**config.mk**
```make
export PLATFORM = sky130hd
export DESIGN_NAME = multicycle_computer
export DESIGN_NICKNAME = d
export VERILOG_FILES = /design/src/rtl/multicycle_computer_pkg.sv /design/src/rtl/multicycle_computer_regfile.sv /design/src/rtl/multicycle_computer.sv
export SDC_FILE = /design/constraint.sdc
export NUM_CORES = 1
export LEC_CHECK = 0
export BUFFER_PORTS_ARGS = -buffer_cell sky130_fd_sc_hd__buf_2
export CAP_MARGIN = 20
export CORE_ASPECT_RATIO = 1.5
export CORE_MARGIN = 8
export CORE_UTILIZATION = 45
export CTS_CLUSTER_DIAMETER = 30
export CTS_CLUSTER_SIZE = 30
export DETAILED_ROUTE_END_ITERATION = 16
export PLACE_DENSITY = 0.65
export SKIP_CTS_REPAIR_TIMING = 1
export SYNTH_ARGS = -nofsm -noshare
export SYNTH_HDL_FRONTEND = slang
export SYNTH_HIERARCHICAL = 1
export SYNTH_SLANG_ARGS = --single-unit
```
**constraint.sdc**
```tcl
create_clock -name CLK -period 3 [get_ports CLK]
set_clock_uncertainty 0.1 [all_clocks]
set_input_delay 0 -clock CLK [delete_from_list [all_inputs] [get_ports CLK]]
set_output_delay 0 -clock CLK [all_outputs]
set_load 0.05 [all_outputs]
```
**src/rtl/multicycle_computer_pkg.sv**
```systemverilog
// Shared types and field helpers for the multicycle computer.
package multicycle_computer_pkg;

  typedef enum logic [2:0] {
    S_IDLE  = 3'd0,
    S_FETCH = 3'd1,
    S_EXEC  = 3'd2,
    S_WB    = 3'd3,
    S_HALT  = 3'd4
  } state_t;

  typedef enum logic [3:0] {
    OP_NOP    = 4'h0,
    OP_LDI    = 4'h1,
    OP_ADD    = 4'h2,
    OP_SUB    = 4'h3,
    OP_AND    = 4'h4,
    OP_OR     = 4'h5,
    OP_XOR    = 4'h6,
    OP_SHL    = 4'h7,
    OP_SHR    = 4'h8,
    OP_IN     = 4'h9,
    OP_OUT    = 4'hA,
    OP_BZ     = 4'hB,
    OP_JMP    = 4'hC,
    OP_RSVD_D = 4'hD,
    OP_RSVD_E = 4'hE,
    OP_HALT   = 4'hF
  } opcode_t;

  localparam int OPW = 4;

  // Instruction layout, MSB first: opcode | rd | ra | rb | imm
  function automatic int instr_width(input int raw, input int dw);
    return OPW + 3 * raw + dw;
  endfunction

  function automatic int imm_lsb(input int dw);
    return 0 * dw;
  endfunction

  function automatic int rb_lsb(input int dw);
    return dw;
  endfunction

  function automatic int ra_lsb(input int raw, input int dw);
    return dw + raw;
  endfunction

  function automatic int rd_lsb(input int raw, input int dw);
    return dw + 2 * raw;
  endfunction

  function automatic int op_lsb(input int raw, input int dw);
    return dw + 3 * raw;
  endfunction

  // Opcodes LDI..IN produce a register result
  function automatic logic writes_reg(input opcode_t op);
    return (op >= OP_LDI) && (op <= OP_IN);
  endfunction

  // Opcodes ADD..IN refresh the zero flag
  function automatic logic updates_zf(input opcode_t op);
    return (op >= OP_ADD) && (op <= OP_IN);
  endfunction

endpackage

```
**src/rtl/multicycle_computer_regfile.sv**
```systemverilog
// NREG x DW register file: two combinational read ports, a debug read
// port and one synchronous write port with synchronous clear.
module mc_regfile #(
  parameter int DW   = 8,
  parameter int NREG = 4,
  parameter int RAW  = 2
)(
  input  logic           i_clk,
  input  logic           i_rst,
  input  logic           i_we,
  input  logic [RAW-1:0] i_wa,
  input  logic [DW-1:0]  i_wd,
  input  logic [RAW-1:0] i_ra_a,
  output logic [DW-1:0]  o_rd_a,
  input  logic [RAW-1:0] i_ra_b,
  output logic [DW-1:0]  o_rd_b,
  input  logic [RAW-1:0] i_dbg_sel,
  output logic [DW-1:0]  o_dbg
);

  logic [DW-1:0] r_mem [NREG];

  // Clear all entries on reset, otherwise commit the single write port
  always_ff @(posedge i_clk) begin
    if (i_rst) begin
      for (int i = 0; i < NREG; i++) r_mem[i] <= '0;
    end else if (i_we) begin
      r_mem[i_wa] <= i_wd;
    end
  end

  assign o_rd_a = r_mem[i_ra_a];
  assign o_rd_b = r_mem[i_ra_b];
  assign o_dbg  = r_mem[i_dbg_sel];

endmodule

```
**src/rtl/multicycle_computer.sv**
```systemverilog
// Three-cycle-per-instruction accumulator-free computer: FETCH latches the
// instruction, EXEC computes and latches results, WB commits them.
//
// state | meaning
// IDLE  | waiting for RUN
// FETCH | latch INSTR_DATA into IR, PC+1
// EXEC  | read operands, latch ALU result, next flags, branch decision
// WB    | commit register write, DATA_OUT, flags, branch target
// HALT  | frozen until RST
module multicycle_computer
  import multicycle_computer_pkg::*;
#(
  parameter int DW   = 8,
  parameter int NREG = 4,
  parameter int PCW  = 6,
  localparam int RAW = $clog2(NREG),
  localparam int IW  = instr_width(RAW, DW)
)(
  input  logic           CLK,
  input  logic           RST,
  input  logic           RUN,
  output logic [PCW-1:0] INSTR_ADDR,
  input  logic [IW-1:0]  INSTR_DATA,
  input  logic [DW-1:0]  DATA_IN,
  output logic [DW-1:0]  DATA_OUT,
  output logic [PCW-1:0] PC,
  output logic [2:0]     STATE,
  output logic           BUSY,
  output logic           HALTED,
  output logic           ZF,
  output logic           CF,
  input  logic [RAW-1:0] DBG_SEL,
  output logic [DW-1:0]  DBG_DATA
);

  localparam int OP_L  = op_lsb(RAW, DW);
  localparam int RD_L  = rd_lsb(RAW, DW);
  localparam int RA_L  = ra_lsb(RAW, DW);
  localparam int RB_L  = rb_lsb(DW);
  localparam int IMM_L = imm_lsb(DW);

  state_t         r_state, w_state_n;
  logic [PCW-1:0] r_pc;
  logic [IW-1:0]  r_ir;
  logic [DW-1:0]  r_dout, r_res;
  logic           r_zf, r_cf, r_zf_nxt, r_cf_nxt, r_take;

  opcode_t        w_op;
  logic [RAW-1:0] w_rd, w_ra, w_rb;
  logic [DW-1:0]  w_imm, w_a, w_b, w_res;
  logic [DW:0]    w_sum;
  logic           w_zf_n, w_cf_n, w_take, w_we;

  assign w_op  = opcode_t'(r_ir[OP_L +: OPW]);
  assign w_rd  = r_ir[RD_L +: RAW];
  assign w_ra  = r_ir[RA_L +: RAW];
  assign w_rb  = r_ir[RB_L +: RAW];
  assign w_imm = r_ir[IMM_L +: DW];
  assign w_sum = {1'b0, w_a} + {1'b0, w_b};
  assign w_we  = (r_state == S_WB) && writes_reg(w_op);

  mc_regfile #(.DW(DW), .NREG(NREG), .RAW(RAW)) u_rf (
    .i_clk     (CLK),
    .i_rst     (RST),
    .i_we      (w_we),
    .i_wa      (w_rd),
    .i_wd      (r_res),
    .i_ra_a    (w_ra),
    .o_rd_a    (w_a),
    .i_ra_b    (w_rb),
    .o_rd_b    (w_b),
    .i_dbg_sel (DBG_SEL),
    .o_dbg     (DBG_DATA)
  );

  // State register
  always_ff @(posedge CLK) begin
    if (RST) r_state <= S_IDLE;
    else     r_state <= w_state_n;
  end

  // Next-state decode; unused encodings fall back to IDLE
  always_comb begin
    w_state_n = r_state;
    case (r_state)
      S_IDLE:  if (RUN) w_state_n = S_FETCH;
      S_FETCH: w_state_n = S_EXEC;
      S_EXEC:  w_state_n = S_WB;
      S_WB:    w_state_n = (w_op == OP_HALT) ? S_HALT : S_FETCH;
      S_HALT:  w_state_n = S_HALT;
      default: w_state_n = S_IDLE;
    endcase
  end

  // ALU, next flags and branch decision from the current IR and operands
  always_comb begin
    w_res  = '0;
    w_zf_n = r_zf;
    w_cf_n = r_cf;
    w_take = 1'b0;
    case (w_op)
      OP_LDI: w_res = w_imm;
      OP_ADD: begin
        w_res  = w_sum[DW-1:0];
        w_cf_n = w_sum[DW];
      end
      OP_SUB: begin
        w_res  = w_a - w_b;
        w_cf_n = (w_a < w_b);
      end
      OP_AND: w_res = w_a & w_b;
      OP_OR:  w_res = w_a | w_b;
      OP_XOR: w_res = w_a ^ w_b;
      OP_SHL: begin
        w_res  = {w_a[DW-2:0], 1'b0};
        w_cf_n = w_a[DW-1];
      end
      OP_SHR: begin
        w_res  = {1'b0, w_a[DW-1:1]};
        w_cf_n = w_a[0];
      end
      OP_IN:  w_res = DATA_IN;
      OP_OUT: w_res = w_a;
      OP_BZ:  w_take = (w_a == '0);
      OP_JMP: w_take = 1'b1;
      default: ;
    endcase
    if (updates_zf(w_op)) w_zf_n = (w_res == '0);
  end

  // Datapath registers: results are staged in EXEC and committed in WB so
  // that a reset mid-instruction discards them
  always_ff @(posedge CLK) begin
    if (RST) begin
      r_pc     <= '0;
      r_ir     <= '0;
      r_dout   <= '0;
      r_res    <= '0;
      r_zf     <= 1'b0;
      r_cf     <= 1'b0;
      r_zf_nxt <= 1'b0;
      r_cf_nxt <= 1'b0;
      r_take   <= 1'b0;
    end else begin
      case (r_state)
        S_FETCH: begin
          r_ir <= INSTR_DATA;
          r_pc <= r_pc + PCW'(1);
        end
        S_EXEC: begin
          r_res    <= w_res;
          r_zf_nxt <= w_zf_n;
          r_cf_nxt <= w_cf_n;
          r_take   <= w_take;
        end
        S_WB: begin
          r_zf <= r_zf_nxt;
          r_cf <= r_cf_nxt;
          if (w_op == OP_OUT) r_dout <= r_res;
          if (r_take) r_pc <= r_ir[PCW-1:0];
        end
        default: ;
      endcase
    end
  end

  assign INSTR_ADDR = r_pc;
  assign PC         = r_pc;
  assign STATE      = r_state;
  assign BUSY       = (r_state == S_FETCH) || (r_state == S_EXEC) || (r_state == S_WB);
  assign HALTED     = (r_state == S_HALT);
  assign DATA_OUT   = r_dout;
  assign ZF         = r_zf;
  assign CF         = r_cf;

endmodule

```
==> impl_results.md <==
* Status: finished, violations left
* Failing checks: negative hold slack, negative setup slack
* Cell taking the most area after synthesis: dfxtp_1
* Top Family by Delay on Critical Path: compound AO/OA/AOI/OAI gates
* Hpwl dp at 13630 microns
* Setup CP Type: reg2reg
* Routed length per instance at 20.62 microns
* Vias in the first global route at 4974
* Final worst slack at -0.2340 ns
* Antenna Nets Post-Route at 0
* # IOs at 66
* Total vias in the final route at 5110
* Area of the mapped netlist at 0.005478 sq mm
* Port Buf Inserts at 65
* All-Layer GR Usage at 0.2170
* Seq/Total Area, Yosys at 0.3508
* Xor and xnor area share after synthesis at 0.006396
* Max Cap Viol at 0
* Max-slew violations at 0
* H-Tree Depth at 3
* CP peak stage delay at 0.52 ns
* Initial antenna violation count at 1
* Critical path arrival at 3.42 ns
* Routed wire length at 17810 microns
* Area share of and/or/nand/nor cells after synthesis at 0.2202
* RSZ-0062 raised after global routing: yes
* Most frequent cell after synthesis: nand2_1
* Initial Utilization at 0.4582
* Worst path required time at 3.18 ns
* CTS Root Cell: clkbuf_16
* Mux cell area share after synthesis at 0.1341
* Hold_sp: RUN
* # fillers at 1047
* CP max stage cell: mux4_2
* Clock power share at 0.294
* Final worst-path cycle share at 1.078
* Clock slew at reported path FFs at 0.07 ns
* Fmax at 0.3092 GHz
* FF-to-FF Start: u_rf/r_mem[0][0]
* Count of flip-flops with a built-in enable after synthesis at 32
* Async SR Flop Fraction at 0
* Die area at 0.01603 sq mm
* Part of the power in registers at 0.340
* Switching share of power at 0.3614
* #FFs+latches synth at 80
* Worst vdd ir at 0.0005859 V
* Reg2reg end: r_zf_nxt
* Pin count of the biggest net entering global routing at 38
* Synth Area in Compound Gates at 0.1599
* Clk buf depth at 2
* Rel. slew slack at 0.4886
* WHS Path Cells at 5
* Reg2reg path depth at 11
* WHS Endpoint: STATE[0]
* Total core area at 0.01196 sq mm
* Cell Chain, Critical Path: buf_4 -> mux4_2 -> ha_4 -> inv_1 -> fa_2 -> a221o_1 -> and3_4 -> nor4_4 -> o2111ai_1 -> nor4_1 -> a31o_1
* First-pass GRT wire length at 26830 microns
* Comb power frac at 0.367
* Syn_area_per_cell at 9.444 sq um
* Share of the synthesized area in the top cell type at 0.1754
* Post-synthesis cell type count at 76
* Worst-path maximum fanout at 3
* Share of cells above drive strength 1 at 0.3437
* GR Overflow Total at 0
* Worst Path Buf+Inv at 2
* Die width at 106.1 microns
* Via/cell ratio at 5.914
* Final core utilization at 0.5886
* Syn nets at 638
* RePlAce Congestion at 0.9576
* Hold_ws at -0.04288 ns
* Dominant cells by area after synthesis: dfxtp_1 18%, edfxtp_1 18%, mux4_2 9.9%
* Commonest cells in the netlist: 60 x nand2_1, 48 x dfxtp_1, 47 x nor2_1
* Cells after Synth at 580
* CP Launch Type: flop
* Clock sink count at 80
* Final setup viols at 3
* PD cells at 543.2 mW/mm^2
* Number of remaining DRC errors at 0
* Number of DRC markers in iteration 0 at 272
* Worst-Margin Slew at 0.7656 ns
* Final Hold Vio Count at 1
* Num rows at 49
* Area Growth Syn to Fin at 28.46%
* Internal power at 2441 uW
* # nets final at 763
* TritonCTS clock tree: done
* Switching power at 1381 uW
* Drt first pass iters at 5
* Crit path capture type: flop
* Yosys warns at 6
* CTS Buf Count at 9
* Die Y at 151.1 microns
* Clk_lat worst skew at 0.34 ns
* Post-Synth Adder-Cell Area at 0.06441
* Reg2Reg Setup Slack at -0.23 ns
* Hold WC Path Type: in2reg
* Leak at 0.002822 uW
* Total power at 3822 uW
* Main flop type after synthesis: dfxtp_1
* Largest family of logic cells by synthesized area: simple AND/OR/NAND/NOR gates
* Crit path time final at 3.234 ns
## logic make-up (layout without fill, tap and decap cells)
family	count (synthesis)	after routing
AOI/OAI and AO/OA	131	131
xor gates and xnor gates	4	4
DFF	80	80
and+or+nand+nor	224	224
muxes	43	43
adders and majority gates	27	27
other	0	1
buffers and inverters	71	201
## tightest hold or removal path, cell delays in order
cell and delay [ns]:
buf_2 0.08, nor2_1 0.03, nor2_1 0.07, a21oi_1 0.05, nor3_1 0.11
## worst max path at each step
| stage | start | slack [ns] | endpoint | cells past startpoint |
|---|---|---|---|---|
| after floorplan | r_ir[10] | 0.004 | r_zf_nxt | 11 |
| final | u_rf/r_mem[0][0] | -0.23 | r_zf_nxt | 11 |
| after global placement | r_ir[8] | -0.18 | r_zf_nxt | 11 |
| after detailed placement | r_ir[8] | -0.20 | r_zf_nxt | 11 |
| after CTS | r_ir[10] | -0.22 | r_res[7] | 14 |
| after global routing | u_rf/r_mem[0][0] | -0.28 | r_zf_nxt | 11 |
## layout by cell type (no fill, tap or decap), types with 4 or more instances in the layout
cell type      count
a211oi_1           6
a22oi_1            7
o21ai_0           15
a31oi_1            5
mux4_2            24
nand2b_1           6
o21ai_1            4
nand3_1           15
dfxtp_1           46
a31o_2             4
buf_2             65
and3_1             4
nor2b_1           10
buf_4             69
nor4_1             5
nor3_1            12
edfxtp_1          32
mux2i_1           16
a21oi_1           37
dlygate4sd3_1     18
ha_1              21
and2_2             8
nor2_1            46
a21oi_2            4
and2_1            26
inv_1             24
clkbuf_16          9
nand2_1           60
## metrics by stage
step	cell area (sq um)	setup TNS [ns]	setup slack, ns	std cells
floorplan	5485	0	0.004259	580
global placement	6321	-0.6812	-0.1780	827
detailed placement	6321	-0.8776	-0.1998	827
CTS	6623	-1.018	-0.2243	843
global route	7037	-0.7458	-0.2779	864
finish	7037	-0.4339	-0.2340	864
## state kept, by name (all words and copies together) (netlist names)
signal / flops
CF: 1
DATA_OUT: 8
INSTR_ADDR: 6
STATE: 3
ZF: 1
r_cf_nxt: 1
r_ir: 18
r_res: 8
r_take: 1
r_zf_nxt: 1
u_rf/r_mem: 32
## power by group through the flow
stage | Sequential (uW) | Clock, uW | Combinational (uW)
finish | 1300 | 1120 | 1400
global route | 1310 | 1190 | 1500
CTS | 1300 | 1140 | 1250
detailed placement | 1320 | 0 | 1240
global placement | 1310 | 0 | 1230
floorplan | 1310 | 0 | 785
## cell type report
class,instances,area (sq um),area share
inverter,28,105.1,0.01494
antenna,1,2.502,0.0003556
clock inverter,7,76.32,0.01085
multi-input combinational,429,3412,0.4849
clock buffer,9,225.2,0.03201
sequential,80,1927,0.2738
tap,153,191.4,0.02720
timing repair buffer,157,1097,0.1559
## routing by layer
| layer | global-route usage | part of all wire | vias up |
|---|---|---|---|
| met2 | 0.4090 | 0.54 | 196 |
| met3 | 0.03748 | 0.051 | 52 |
| met4 | 0.1117 | 0.038 | 0 |
| li1 | - | - | 2370 |
| met5 | 0 | 0 | - |
| met1 | 0.2238 | 0.37 | 2492 |
Note: power is estimated with default switching activity, not from simulation.
